--- src/rtl/event_unpacker_if.sv ---
// Bundles the global-FIFO read port and the unpacked output stream of event_unpacker.
// "master" is the unpacker's view; "slave" is the FIFO/downstream environment's view.
interface event_unpacker_if #(
  parameter int WIDTH = 16
);
  logic [WIDTH-1:0] fifo_dout;
  logic             fifo_empty;
  logic             fifo_rd_en;
  logic [WIDTH-1:0] m_data;
  logic [2:0]       m_chan;
  logic [11:0]      m_bc;
  logic             m_valid;
  logic             m_ready;
  logic             m_last;

  modport master (
    input  fifo_dout, fifo_empty, m_ready,
    output fifo_rd_en, m_data, m_chan, m_bc, m_valid, m_last
  );

  modport slave (
    output fifo_dout, fifo_empty, m_ready,
    input  fifo_rd_en, m_data, m_chan, m_bc, m_valid, m_last
  );
endinterface

--- src/rtl/event_unpacker.sv ---
// Splits the global event FIFO stream (header + HOWMANY data words) into tagged
// output beats through a 2-entry skid buffer, reading only when space is guaranteed.
//
//   state | meaning
//   ------+-----------------------------------------------
//   S_HDR | next returned FIFO word is expected to be a header
//   S_DAT | next returned FIFO word is a data word of the current event
module event_unpacker #(
  parameter int WIDTH = 16,
  parameter int SIZE  = 8
) (
  input  logic              i_clk,
  input  logic              i_rst_n,
  event_unpacker_if.master  io_bus,
  input  logic [SIZE-1:0]   i_howmany,
  output logic [15:0]       o_evt_count,
  output logic              o_err_frame,
  output logic              o_busy
);

  typedef enum logic {S_HDR, S_DAT} state_t;

  localparam logic [SIZE-1:0] CNT_ONE = SIZE'(1);

  state_t           r_state, w_state_nxt;
  logic [SIZE-1:0]  r_count, w_count_nxt;
  logic [2:0]       r_chan, w_chan_nxt;
  logic [11:0]      r_bc, w_bc_nxt;
  logic [15:0]      r_evt_count, w_evt_nxt;
  logic             r_err, w_err_nxt;
  logic             r_rd_pend;
  logic             r_rd_ok;

  logic [WIDTH-1:0] r_buf_data [2];
  logic [2:0]       r_buf_chan [2];
  logic [11:0]      r_buf_bc   [2];
  logic             r_buf_last [2];
  logic             r_wr_ptr, r_rd_ptr;
  logic [1:0]       r_occ;

  logic             w_push, w_push_last, w_pop, w_valid, w_rd_en;
  logic [1:0]       w_occ_after_pop, w_committed;

  assign w_valid         = (r_occ != 2'd0);
  assign w_pop           = w_valid & io_bus.m_ready;
  assign w_occ_after_pop = r_occ - {1'b0, w_pop};
  assign w_committed     = w_occ_after_pop + {1'b0, r_rd_pend};
  // r_rd_ok keeps the strobe low while reset is applied and for the first cycle after release
  assign w_rd_en         = r_rd_ok & ~io_bus.fifo_empty & (w_committed < 2'd2);

  always_ff @(posedge i_clk or negedge i_rst_n) begin
    if (!i_rst_n) begin
      r_state     <= S_HDR;
      r_count     <= '0;
      r_chan      <= '0;
      r_bc        <= '0;
      r_evt_count <= '0;
      r_err       <= 1'b0;
      r_rd_pend   <= 1'b0;
      r_rd_ok     <= 1'b0;
    end else begin
      r_state     <= w_state_nxt;
      r_count     <= w_count_nxt;
      r_chan      <= w_chan_nxt;
      r_bc        <= w_bc_nxt;
      r_evt_count <= w_evt_nxt;
      r_err       <= w_err_nxt;
      r_rd_pend   <= w_rd_en;
      r_rd_ok     <= 1'b1;
    end
  end

  // Each returned word is interpreted by the state current at its return cycle
  always_comb begin
    w_state_nxt = r_state;
    w_count_nxt = r_count;
    w_chan_nxt  = r_chan;
    w_bc_nxt    = r_bc;
    w_evt_nxt   = r_evt_count;
    w_err_nxt   = r_err;
    w_push      = 1'b0;
    w_push_last = 1'b0;
    if (r_rd_pend) begin
      case (r_state)
        S_HDR: begin
          if (io_bus.fifo_dout[15]) begin
            w_err_nxt = 1'b1;
          end else begin
            w_chan_nxt  = io_bus.fifo_dout[14:12];
            w_bc_nxt    = io_bus.fifo_dout[11:0];
            w_count_nxt = i_howmany;
            w_evt_nxt   = r_evt_count + 16'd1;
            if (i_howmany != '0) w_state_nxt = S_DAT;
          end
        end
        S_DAT: begin
          w_push      = 1'b1;
          w_push_last = (r_count == CNT_ONE);
          w_count_nxt = r_count - CNT_ONE;
          if (r_count == CNT_ONE) w_state_nxt = S_HDR;
        end
        default: w_state_nxt = S_HDR;
      endcase
    end
  end

  always_ff @(posedge i_clk or negedge i_rst_n) begin
    if (!i_rst_n) begin
      for (int i = 0; i < 2; i++) begin
        r_buf_data[i] <= '0;
        r_buf_chan[i] <= '0;
        r_buf_bc[i]   <= '0;
        r_buf_last[i] <= 1'b0;
      end
      r_wr_ptr <= 1'b0;
      r_rd_ptr <= 1'b0;
      r_occ    <= 2'd0;
    end else begin
      if (w_push) begin
        r_buf_data[r_wr_ptr] <= io_bus.fifo_dout;
        r_buf_chan[r_wr_ptr] <= r_chan;
        r_buf_bc[r_wr_ptr]   <= r_bc;
        r_buf_last[r_wr_ptr] <= w_push_last;
        r_wr_ptr             <= ~r_wr_ptr;
      end
      if (w_pop) r_rd_ptr <= ~r_rd_ptr;
      case ({w_push, w_pop})
        2'b10:   r_occ <= r_occ + 2'd1;
        2'b01:   r_occ <= r_occ - 2'd1;
        default: r_occ <= r_occ;
      endcase
    end
  end

  assign io_bus.fifo_rd_en = w_rd_en;
  assign io_bus.m_valid    = w_valid;
  assign io_bus.m_data     = r_buf_data[r_rd_ptr];
  assign io_bus.m_chan     = r_buf_chan[r_rd_ptr];
  assign io_bus.m_bc       = r_buf_bc[r_rd_ptr];
  assign io_bus.m_last     = w_valid & r_buf_last[r_rd_ptr];

  assign o_evt_count = r_evt_count;
  assign o_err_frame = r_err;
  assign o_busy      = (r_state != S_HDR);

endmodule

--- src/flat_wrapper.sv ---
// flat-port wrapper written by rule: the top's interface ports become plain ports
module event_unpacker_flat 
#(
  parameter int WIDTH = 16,
  parameter int SIZE  = 8
)
  (i_clk, i_rst_n, i_howmany, o_evt_count, o_err_frame, o_busy, io_bus_fifo_dout, io_bus_fifo_empty, io_bus_m_ready, io_bus_fifo_rd_en, io_bus_m_data, io_bus_m_chan, io_bus_m_bc, io_bus_m_valid, io_bus_m_last);
  event_unpacker_if #(.WIDTH(WIDTH)) io_bus_i ();
  input  logic i_clk;
  input  logic i_rst_n;
  input  logic [SIZE-1:0] i_howmany;
  output logic [15:0] o_evt_count;
  output logic o_err_frame;
  output logic o_busy;
  input wire logic [$bits(io_bus_i.fifo_dout)-1:0] io_bus_fifo_dout;
  input wire logic [$bits(io_bus_i.fifo_empty)-1:0] io_bus_fifo_empty;
  input wire logic [$bits(io_bus_i.m_ready)-1:0] io_bus_m_ready;
  output wire logic [$bits(io_bus_i.fifo_rd_en)-1:0] io_bus_fifo_rd_en;
  output wire logic [$bits(io_bus_i.m_data)-1:0] io_bus_m_data;
  output wire logic [$bits(io_bus_i.m_chan)-1:0] io_bus_m_chan;
  output wire logic [$bits(io_bus_i.m_bc)-1:0] io_bus_m_bc;
  output wire logic [$bits(io_bus_i.m_valid)-1:0] io_bus_m_valid;
  output wire logic [$bits(io_bus_i.m_last)-1:0] io_bus_m_last;
  assign io_bus_i.fifo_dout = io_bus_fifo_dout;
  assign io_bus_i.fifo_empty = io_bus_fifo_empty;
  assign io_bus_i.m_ready = io_bus_m_ready;
  assign io_bus_fifo_rd_en = io_bus_i.fifo_rd_en;
  assign io_bus_m_data = io_bus_i.m_data;
  assign io_bus_m_chan = io_bus_i.m_chan;
  assign io_bus_m_bc = io_bus_i.m_bc;
  assign io_bus_m_valid = io_bus_i.m_valid;
  assign io_bus_m_last = io_bus_i.m_last;
  event_unpacker #(.WIDTH(WIDTH), .SIZE(SIZE)) u_core (.i_clk(i_clk), .i_rst_n(i_rst_n), .io_bus(io_bus_i), .i_howmany(i_howmany), .o_evt_count(o_evt_count), .o_err_frame(o_err_frame), .o_busy(o_busy));
endmodule
--- config.mk ---
export PLATFORM = sky130hd
export DESIGN_NAME = event_unpacker_flat
export DESIGN_NICKNAME = d
export VERILOG_FILES = /design/src/rtl/event_unpacker_if.sv /design/src/rtl/event_unpacker.sv /design/src/flat_wrapper.sv
export SDC_FILE = /design/constraint.sdc
export NUM_CORES = 1
export LEC_CHECK = 0
export CAP_MARGIN = 20
export CORE_ASPECT_RATIO = 1.5
export CORE_MARGIN = 2
export CORE_UTILIZATION = 55
export CTS_BUF_LIST = sky130_fd_sc_hd__clkbuf_4 sky130_fd_sc_hd__clkbuf_8
export CTS_CLUSTER_SIZE = 10
export DETAILED_ROUTE_END_ITERATION = 6
export MAX_ROUTING_LAYER = met4
export PLACE_DENSITY = 0.91
export SLEW_MARGIN = 20
export SYNTH_ARGS = -nofsm -noshare
export SYNTH_HDL_FRONTEND = slang
export SYNTH_SLANG_ARGS = --single-unit
--- constraint.sdc ---
create_clock -name i_clk -period 1.9 [get_ports i_clk]
set_input_delay 0.285 -clock i_clk [delete_from_list [all_inputs] [get_ports i_clk]]
set_output_delay 0.285 -clock i_clk [all_outputs]
set_load 0.01 [all_outputs]
== Word level (Yosys, flattened, before mapping) ==
Cells that the tools add are included.

* Register bits: 111
* Bits of input ports: 28
* Output and inout port bits: 52
* Logic and storage cells: 86

* $add $sub $neg: 6
* Magnitude comparators: 4
* Equal/unequal tests: 4
* Mux-type cells: 35
* Bitwise logic cells: 11
* Reductions and logical operators: 7

{| class="wikitable"
|+ Operators by type and width
! operator !! count
|-
| 16-bit 2-to-1 mux || 4
|-
| 12-bit 2-to-1 mux || 4
|-
| 32-bit bitwise mux || 1
|-
| 24-bit bitwise mux || 1
|-
| 16-bit by 1-bit adder with 16-bit output (second input constant) || 1
|-
| 16-bit demux with 1-bit select || 1
|-
| 8-bit case mux with 2 select lines || 1
|-
| 12-bit demux with 1-bit select || 1
|-
| 3-bit 2-to-1 mux || 4
|-
| 1-bit 2-to-1 mux || 11
|-
| 8-bit by 1-bit equality test with 1-bit output (second input constant) || 1
|-
| 8-bit 2-to-1 mux || 1
|-
| 8-bit nonzero test || 1
|-
| 8-bit by 1-bit subtractor with 8-bit output (second input constant) || 1
|-
| 6-bit bitwise mux || 1
|-
| 3-bit AND reduction || 2
|-
| 1-bit NOT || 5
|-
| 1-bit AND || 4
|-
| 2-bit greater-or-equal comparator (second input constant) || 2
|-
| 1-bit NOT with 2-bit output || 2
|-
| 2-bit case mux with 2 select lines || 1
|-
| 2-bit nonzero test || 2
|-
| 3-bit demux with 1-bit select || 1
|-
| 2-bit by 1-bit adder with 2-bit output || 1
|-
| other kinds (13) || 13
|}

== Logic depth before layout (Yosys ltp) ==
Gate-level depths: netlist (run 1).

* Depth in word-level cells: 6
* Gate-level depth with buffers: 7
* Mapped depth without buffers: 6

== Worst setup path before layout (run 1) ==
OpenSTA, ideal clock, no wires.

* Kind: register to register
* From: register u_core.r_state, in the netlist u_core.o_busy
* To: register u_core.r_evt_count[14], in the netlist u_core.o_evt_count[14]
* Setup time: 125 ps
* Arrival time: 1585 ps
* Setup slack: 190 ps
* Cell stages (with the launch flop): 6
* Period minus slack after synthesis: 1710 ps
* Path through: dfrtp_1 buf_6 or3b_4 nor4_4 nand3_1 xnor2_1

* Cells in the longest elaborated chain, start to end: 2

{| class="wikitable"
|+ RTL lines
! element !! line !! text
|-
| from (decl) || event_unpacker.sv:25 || <nowiki>state_t r_state, w_state_nxt;</nowiki>
|-
| from (signal assigned) || event_unpacker.sv:62 || <nowiki>r_state <= w_state_nxt;</nowiki>
|-
| 1-bit NOT || - ||
|-
| 3-bit AND reduction (no source line) || - ||
|-
| to (signal assigned) || event_unpacker.sv:66 || <nowiki>r_evt_count <= w_evt_nxt;</nowiki>
|-
| to (decl) || event_unpacker.sv:29 || <nowiki>logic [15:0] r_evt_count, w_evt_nxt;</nowiki>
|}

No other way between the ends.
A chain may end at the register's enable or synchronous reset.

== Worst setup path in the final report (run 1) ==
* From: register u_core.r_rd_ptr
* To: output port io_bus_m_chan[0]

* Cells in the longest elaborated chain, start to end: 4

{| class="wikitable"
|+ RTL lines
! element !! line !! text
|-
| from (decl) || event_unpacker.sv:38 || <nowiki>logic r_wr_ptr, r_rd_ptr;</nowiki>
|-
| from (signal assigned) || event_unpacker.sv:126 || <nowiki>if (w_pop) r_rd_ptr <= ~r_rd_ptr;</nowiki>
|-
| 1-bit NOT with 2-bit output (not written as such) || event_unpacker.sv:138 || <nowiki>assign io_bus.m_chan = r_buf_chan[r_rd_ptr];</nowiki>
|-
| 3-bit 2-to-1 mux (not written as such) (3 in a row) || event_unpacker.sv:138 ||
|-
| to (decl) || flat_wrapper.sv:20 || <nowiki>output wire logic [$bits(io_bus_i.m_chan)-1:0] io_bus_m_chan;</nowiki>
|}

No other way between the ends. The select of a mux whose other input is x is not followed.

==> impl_metrics.yaml, run 1 <==
setup_path:
  reg2reg_setup_slack_ns: 0.09
  critPathArrivalTime_ns: 1.57
  worstPathCellList: "buf_12 -> buf_4 -> mux2_2 -> buf_2"
  critPathLaunchType: "register"
  timing.setup.critical_path_class: "register to primary output"
  critical-path-max-stage-delay_ns: 0.45
  cpLargestDelayFamily: "flip-flops"
  timing.critical_path.required_ns: 1.62
  path_buf_inv: 3
  timing.critical_path.slowest_stage_cell: "dfrtp_2"
  critical_path_peak_fanout: 10
  worst_setup_path_end_kind: "primary output"
clock_tree:
  cts.clk_slew.worst_paths_ns: 0.10
  clock_latency_ns: 0.38
  clock-sinks: 111
  clk_root_buffer_cell: "clkbuf_8"
  cts_max_path_buffers: 2
  cts_buffers: 9
  htree_levels: 3
  tritoncts: "built"
place:
  hpwl_mm: 6.72
  numPlacedInstances: 546
  dpl_cell_area_um2: 5860
  port_buffers: 79
  place.gp.congestion: 0.835
  dpl_worst_slack_ns: -0.368
floorplan:
  core.rowCount: 42
  floorplan.die_area_um2: 9670
  floorplan.die.width_um: 80.9
  coreArea_um2: 8720
  floorplan.die.height_um: 119
  boundaryPins: 80
  initial_core_util: 0.560
logic_synthesis:
  synth-seq-cells: 111
  ys.warnings.count: 0
  yosysUniqueCellTypes: 38
  mappedNetlistNets: 391
  synth_edf_count: 0
  synth_area_per_cell_um2: 13.6
  ys_async_sr_fraction: 1.00
  postSynthCellCount: 360
  synth.cell_area_um2: 4880
  ys_seq_area_frac: 0.569
  ys_dominant_reg_cell: "dfrtp_1"
routing:
  route.antenna.remaining_nets: 0
  drc: 0
  via_per_inst: 5.65
  routed_wire_length_per_instance_um: 17.8
  drtIter0Drc: 207
  finalWirelength_mm: 10.2
  initial_drt_pass_iterations: 5
  vias: 3231
run:
  maxCapViolCount: 0
finish:
  final_design_instance_area_without_fill_um2: 6170
  layout.cells.most_common_list: "109 x mux2_2, 109 x dfrtp_1, 45 x clkdlybuf4s50_1, 19 x buf_2"
  instances_no_fill: 572
  layout.filler_cells: 624
  antenna_fix_cells: 0
  synthToLayoutAreaGrowth_pct: 26.3
  multi_input_comb_area_um2: 2010
  final_layout_size_suffix_gt1_frac: 0.392
  register_area_um2: 2780
  final_net_count: 488
global_route:
  global_route_wire_length_before_repair_mm: 16.6
  grt_start_max_net_pins: 55
  first_global_vias: 3405
  grt_overflow: 0
  globalRouteTotalUtil: 0.231
  met2_resource_use_gr: 0.381
  grt_most_used_layer: "met2"
  antenna_found_initial: 0
  global_route.usage.met3: 0.0311
  met1_use_gr: 0.279
outcome:
  status: "completed"
timing:
  setup_violations: 0
  max_fclk_mhz: 538
  finalHoldViolCount: 0
  rsz0062_at_grt: "true"
  slew_hr: 0.666
  final.period_utilization: 0.978
  clock_skew_ns: 0.00833
  timing.final.ws_setup_ns: 0.0421
  number_of_pins_exceeding_their_max_slew_limit_in_the_final_report: 0
  worst-slew-pin-transition_ns: 0.501
  min_period_ns: 1.86
power_and_ir_drop:
  power_per_cell_area_nw_per_um2: 1540
  power.static_leakage_nw: 2.82
  vdd_ir_drop_max_mv: 0.892
min_path:
  class_of_the_worst_hold_path: "input port to async pin"
==> cells by family after synthesis <==
kind of cell | count (synthesis) | share of synthesized area
AO/OA/AOI/OAI | 33 | 0.0448
XOR/XNOR | 17 | 0.0305
buffers and inverters | 23 | 0.0233
other | 1 | 0.000768
adder cells (fa/ha/maj) | 3 | 0.00769
flip-flops | 111 | 0.569
multiplexers | 110 | 0.253
AND/OR/NAND/NOR | 62 | 0.0710
==> metal layers <==
metal	share of wire	wire, um	vias up
met1	0.40	4030	1657
met4	0.025	250	0
li1	-	-	1477
met2	0.54	5530	76
met5	0	0	-
met3	0.034	344	21
==> worst reg2reg max path: cells and delay by family, from the launching register on <==
kind,cells,cell delay [ns]
xor gates and xnor gates,1,0.17
and+or+nand+nor,3,1.04
DFF,1,0.50
==> where the power goes <==
group,switching [mW],internal [mW]
logic,1.52,2.20
clock network,0.808,1.01
registers,0.617,3.32
total,2.94,6.53
==> layout make-up <==
type,count,area share
Sequential cell,111,0.451
Multi-Input combinational cell,226,0.326
Timing Repair Buffer,103,0.154
Clock inverter,7,0.0233
Tap cell,110,0.0223
Clock buffer,9,0.0201
Inverter,6,0.00365
==> metrics by stage <==
stage | TNS (ns) | hold WS [ns] | util | power [mW]
floorplan | 0 | -0.0106 | - | 6.02
global placement | -0.365 | 0.232 | 0.672 | 7.53
detailed placement | -0.756 | 0.243 | 0.672 | 7.76
CTS | -0.118 | 0.377 | 0.704 | 9.46
global route | -0.0376 | 0.402 | 0.707 | 10.0
finish | 0 | 0.366 | 0.707 | 9.48
==> path summary, 6_finish.rpt <==
kind / start / depth (start not counted) / endpoint
worst max-delay path: u_core.r_rd_ptr / 4 / io_bus_m_chan[0]
worst min-delay path: i_rst_n / 2 / u_core.r_buf_data[13]
min in group i_clk: u_core.o_evt_count[15] / 1 / u_core.o_evt_count[15]
max in group asynchronous: i_rst_n / 3 / u_core.r_buf_bc[19]
worst max register to register: u_core.r_rd_pend / 4 / u_core.o_evt_count[14]
worst min register to register: u_core.o_evt_count[15] / 1 / u_core.o_evt_count[15]
==> cells in the mapped netlist, drive strengths merged, types with 2 or more instances <==
master | count | area [um^2]
o22a | 4 | 35.0
xnor2 | 11 | 96.3
nand4 | 3 | 18.8
nand3 | 6 | 30.0
a31oi | 2 | 12.5
mux2 | 109 | 1230
nor2 | 6 | 22.5
ha | 3 | 37.5
o21ai | 8 | 40.0
nor2b | 2 | 12.5
buf | 10 | 65.1
a22o | 2 | 17.5
inv | 5 | 18.8
o2bb2ai | 2 | 17.5
dfrtp | 111 | 2780
nor4 | 5 | 61.3
clkbuf | 7 | 26.3
or2 | 2 | 12.5
nand2b | 2 | 12.5
a21oi | 9 | 45.0
a41o | 2 | 20.0
nand2 | 17 | 63.8
o21a | 2 | 15.0
xor2 | 6 | 52.6
nor3 | 12 | 60.1
and3 | 3 | 18.8
==> sequential cells by signal, indices dropped and copies added, names as in the netlist <==
name and cells:
u_core.r_bc 12, u_core.o_err_frame 1, u_core.r_count 8, u_core.r_occ 2, u_core.r_rd_ok 1, u_core.r_buf_data 32
u_core.o_evt_count 16, u_core.o_busy 1, u_core.r_wr_ptr 1, u_core.r_rd_ptr 1, u_core.r_buf_chan 6, u_core.r_chan 3
u_core.r_buf_last 2, u_core.r_buf_bc 24, u_core.r_rd_pend 1
==> what timing repair did <==
item | 4_1_cts | 5_1_grt
setup endpoints to repair | 33 | 49
endpoints found under the hold margin | 28 | 0
hold buffers | 1 | 0
setup buffers | 8 | 0
gates resized for setup | 98 | 20
cloned | 1 | 0
Power figures use the tool's default switching activity.
==> run 2, diff against run 1 <==
Settings changed: CORE_UTILIZATION 55 to 57, PLACE_DENSITY 0.91 to 0.93.
Clock period 1.9 ns to 2.3 ns, I/O delays scaled along.
==> run 2 against run 1 <==
Combinational power down 18%. First-iteration DRC count down 34%. Register-to-register slack improved by 0.23 ns. Global-route usage shrank 0.61 points. Final cell count is 3.0% lower. Sequential share of layout area rose by 1.2 points. Clock skew is 0.0014 ns lower. Via count decreased by 3.0%. Total power is 22% lower. Sequential power fell by 18%. Flip-flop and latch count is the same. Die area is 3.4% lower.
==> impl_metrics.yaml, run 2 (synthesis results as in run 1) <==
outcome:
  status: "completed"
floorplan:
  boundaryPins: 80
  core.rowCount: 41
  coreArea_um2: 8360
  floorplan.die_area_um2: 9340
  initial_core_util: 0.584
  floorplan.die.height_um: 117
  floorplan.die.width_um: 79.6
timing:
  timing.final.ws_setup_ns: 0.0801
  clock_skew_ns: 0.00693
  hold-worst-slack_ns: 0.475
  finalHoldViolCount: 0
  worst-slew-pin-transition_ns: 0.855
  final.period_utilization: 0.965
  rsz0062_at_grt: "false"
  min_period_ns: 2.22
  slew_hr: 0.430
  finalSetupTns_ns: 0
  number_of_pins_exceeding_their_max_slew_limit_in_the_final_report: 0
  setup_violations: 0
  max_fclk_mhz: 450
global_route:
  first_global_vias: 3389
  global_route_wire_length_before_repair_mm: 16.0
  antenna_found_initial: 0
  grt_overflow: 0
  grt_start_max_net_pins: 52
  globalRouteTotalUtil: 0.225
clock_tree:
  cts_max_path_buffers: 2
  clock-sinks: 111
  clock_latency_ns: 0.37
  tritoncts: "built"
  cts.clk_slew.worst_paths_ns: 0.10
  htree_levels: 3
  cts_buffers: 9
  clk_root_buffer_cell: "clkbuf_8"
setup_path:
  worst-path-stages: 3
  critical-path-max-stage-delay_ns: 0.52
  timing.setup.critical_path_class: "register to primary output"
  r2r_start: "u_core.r_rd_pend"
  start_point_of_the_critical_path: "u_core.r_rd_ptr"
  timing.critical_path.required_ns: 1.96
  worstSetupEndpoint: "io_bus_m_bc[2]"
  timing.critical_path.slowest_stage_cell: "clkdlybuf4s50_1"
  critPathArrivalTime_ns: 1.87
  path_buf_inv: 2
  worst_setup_path_end_kind: "primary output"
  reg2reg_setup_slack_ns: 0.32
  cpLargestDelayFamily: "buffers and inverters"
  endpoint_of_the_worst_register_to_register_path: "u_core.r_buf_bc[17]"
  critical_path_peak_fanout: 21
  reg2regPathDepth: 3
  worstPathCellList: "buf_6 -> mux2_2 -> clkdlybuf4s50_1"
  critPathLaunchType: "register"
place:
  port_buffers: 79
  dpl_cell_area_um2: 5800
  dpl_worst_slack_ns: -0.0321
  numPlacedInstances: 538
  hpwl_mm: 6.62
  place.gp.congestion: 0.808
routing:
  initial_drt_pass_iterations: 4
  route.antenna.remaining_nets: 0
  vias: 3134
  via_per_inst: 5.65
  routed_wire_length_per_instance_um: 17.0
  drc: 0
  drtIter0Drc: 137
  finalWirelength_mm: 9.41
finish:
  antenna_fix_cells: 0
  layout.filler_cells: 571
  final_layout_size_suffix_gt1_frac: 0.315
  final_net_count: 474
  final_common_cell: "dfrtp_1"
  synthToLayoutAreaGrowth_pct: 22.9
  layout.cells.most_common_list: "111 x dfrtp_1, 109 x mux2_2, 77 x clkdlybuf4s50_1, 17 x nand2_1"
  instances_no_fill: 555
  max_ffs_per_register: 32
  max_flop_register: "u_core.r_buf_data"
  final_design_instance_area_without_fill_um2: 6000
  postLayoutCoreUtil: 0.718
min_path:
  class_of_the_worst_hold_path: "register to register"
power_and_ir_drop:
  vdd_ir_drop_max_mv: 0.834
  power_per_cell_area_nw_per_um2: 1240
  power.total_mw: 7.41
  power.static_leakage_nw: 2.68
run:
  maxCapViolCount: 0
==> run 2: power breakdown <==
part | internal (mW) | leakage [nW] | switching, mW
clock | 0.483 | 0.0946 | 0.633
combinational | 1.88 | 1.19 | 1.18
sequential | 2.74 | 1.40 | 0.496
==> run 2: final cells by class <==
class,count,area (um^2),area share
Sequential cell,111,2780,0.463
Multi-Input combinational cell,226,1990,0.332
Tap cell,107,134,0.0223
Clock buffer,12,165,0.0275
Timing Repair Buffer,89,881,0.147
Inverter,6,22.5,0.00375
Clock inverter,4,28.8,0.00479
==> run 2: timing repair <==
item                                    CTS  global route
resized for setup                         2             0
buffers inserted                          0             0
endpoints found under the setup margin    2             0
hold endpoints to repair                 14             0
hold buffers                              1             0
==> run 2: per-layer routing <==
metal / vias up / part of all wire / GRT usage
met2: 69 / 0.54 / 0.373
met5: - / 0 / -
met3: 21 / 0.031 / 0.0454
met1: 1587 / 0.40 / 0.263
li1: 1457 / - / -
met4: 0 / 0.030 / 0.0938
==> run 2: worst min-delay path by stage <==
| stage | slack [ns] | start | cells past startpoint | endpoint |
|---|---|---|---|---|
| finish | 0.47 | u_core.o_err_frame | 1 | u_core.o_err_frame |
| global route | 0.49 | u_core.o_err_frame | 1 | u_core.o_err_frame |
| CTS | 0.48 | u_core.o_err_frame | 1 | u_core.o_err_frame |
| detailed placement | 0.41 | i_rst_n | 1 | u_core.r_buf_data[13] |
| global placement | 0.39 | i_rst_n | 1 | u_core.r_buf_data[13] |
| floorplan | 0.05 | i_rst_n | 0 | u_core.o_busy |
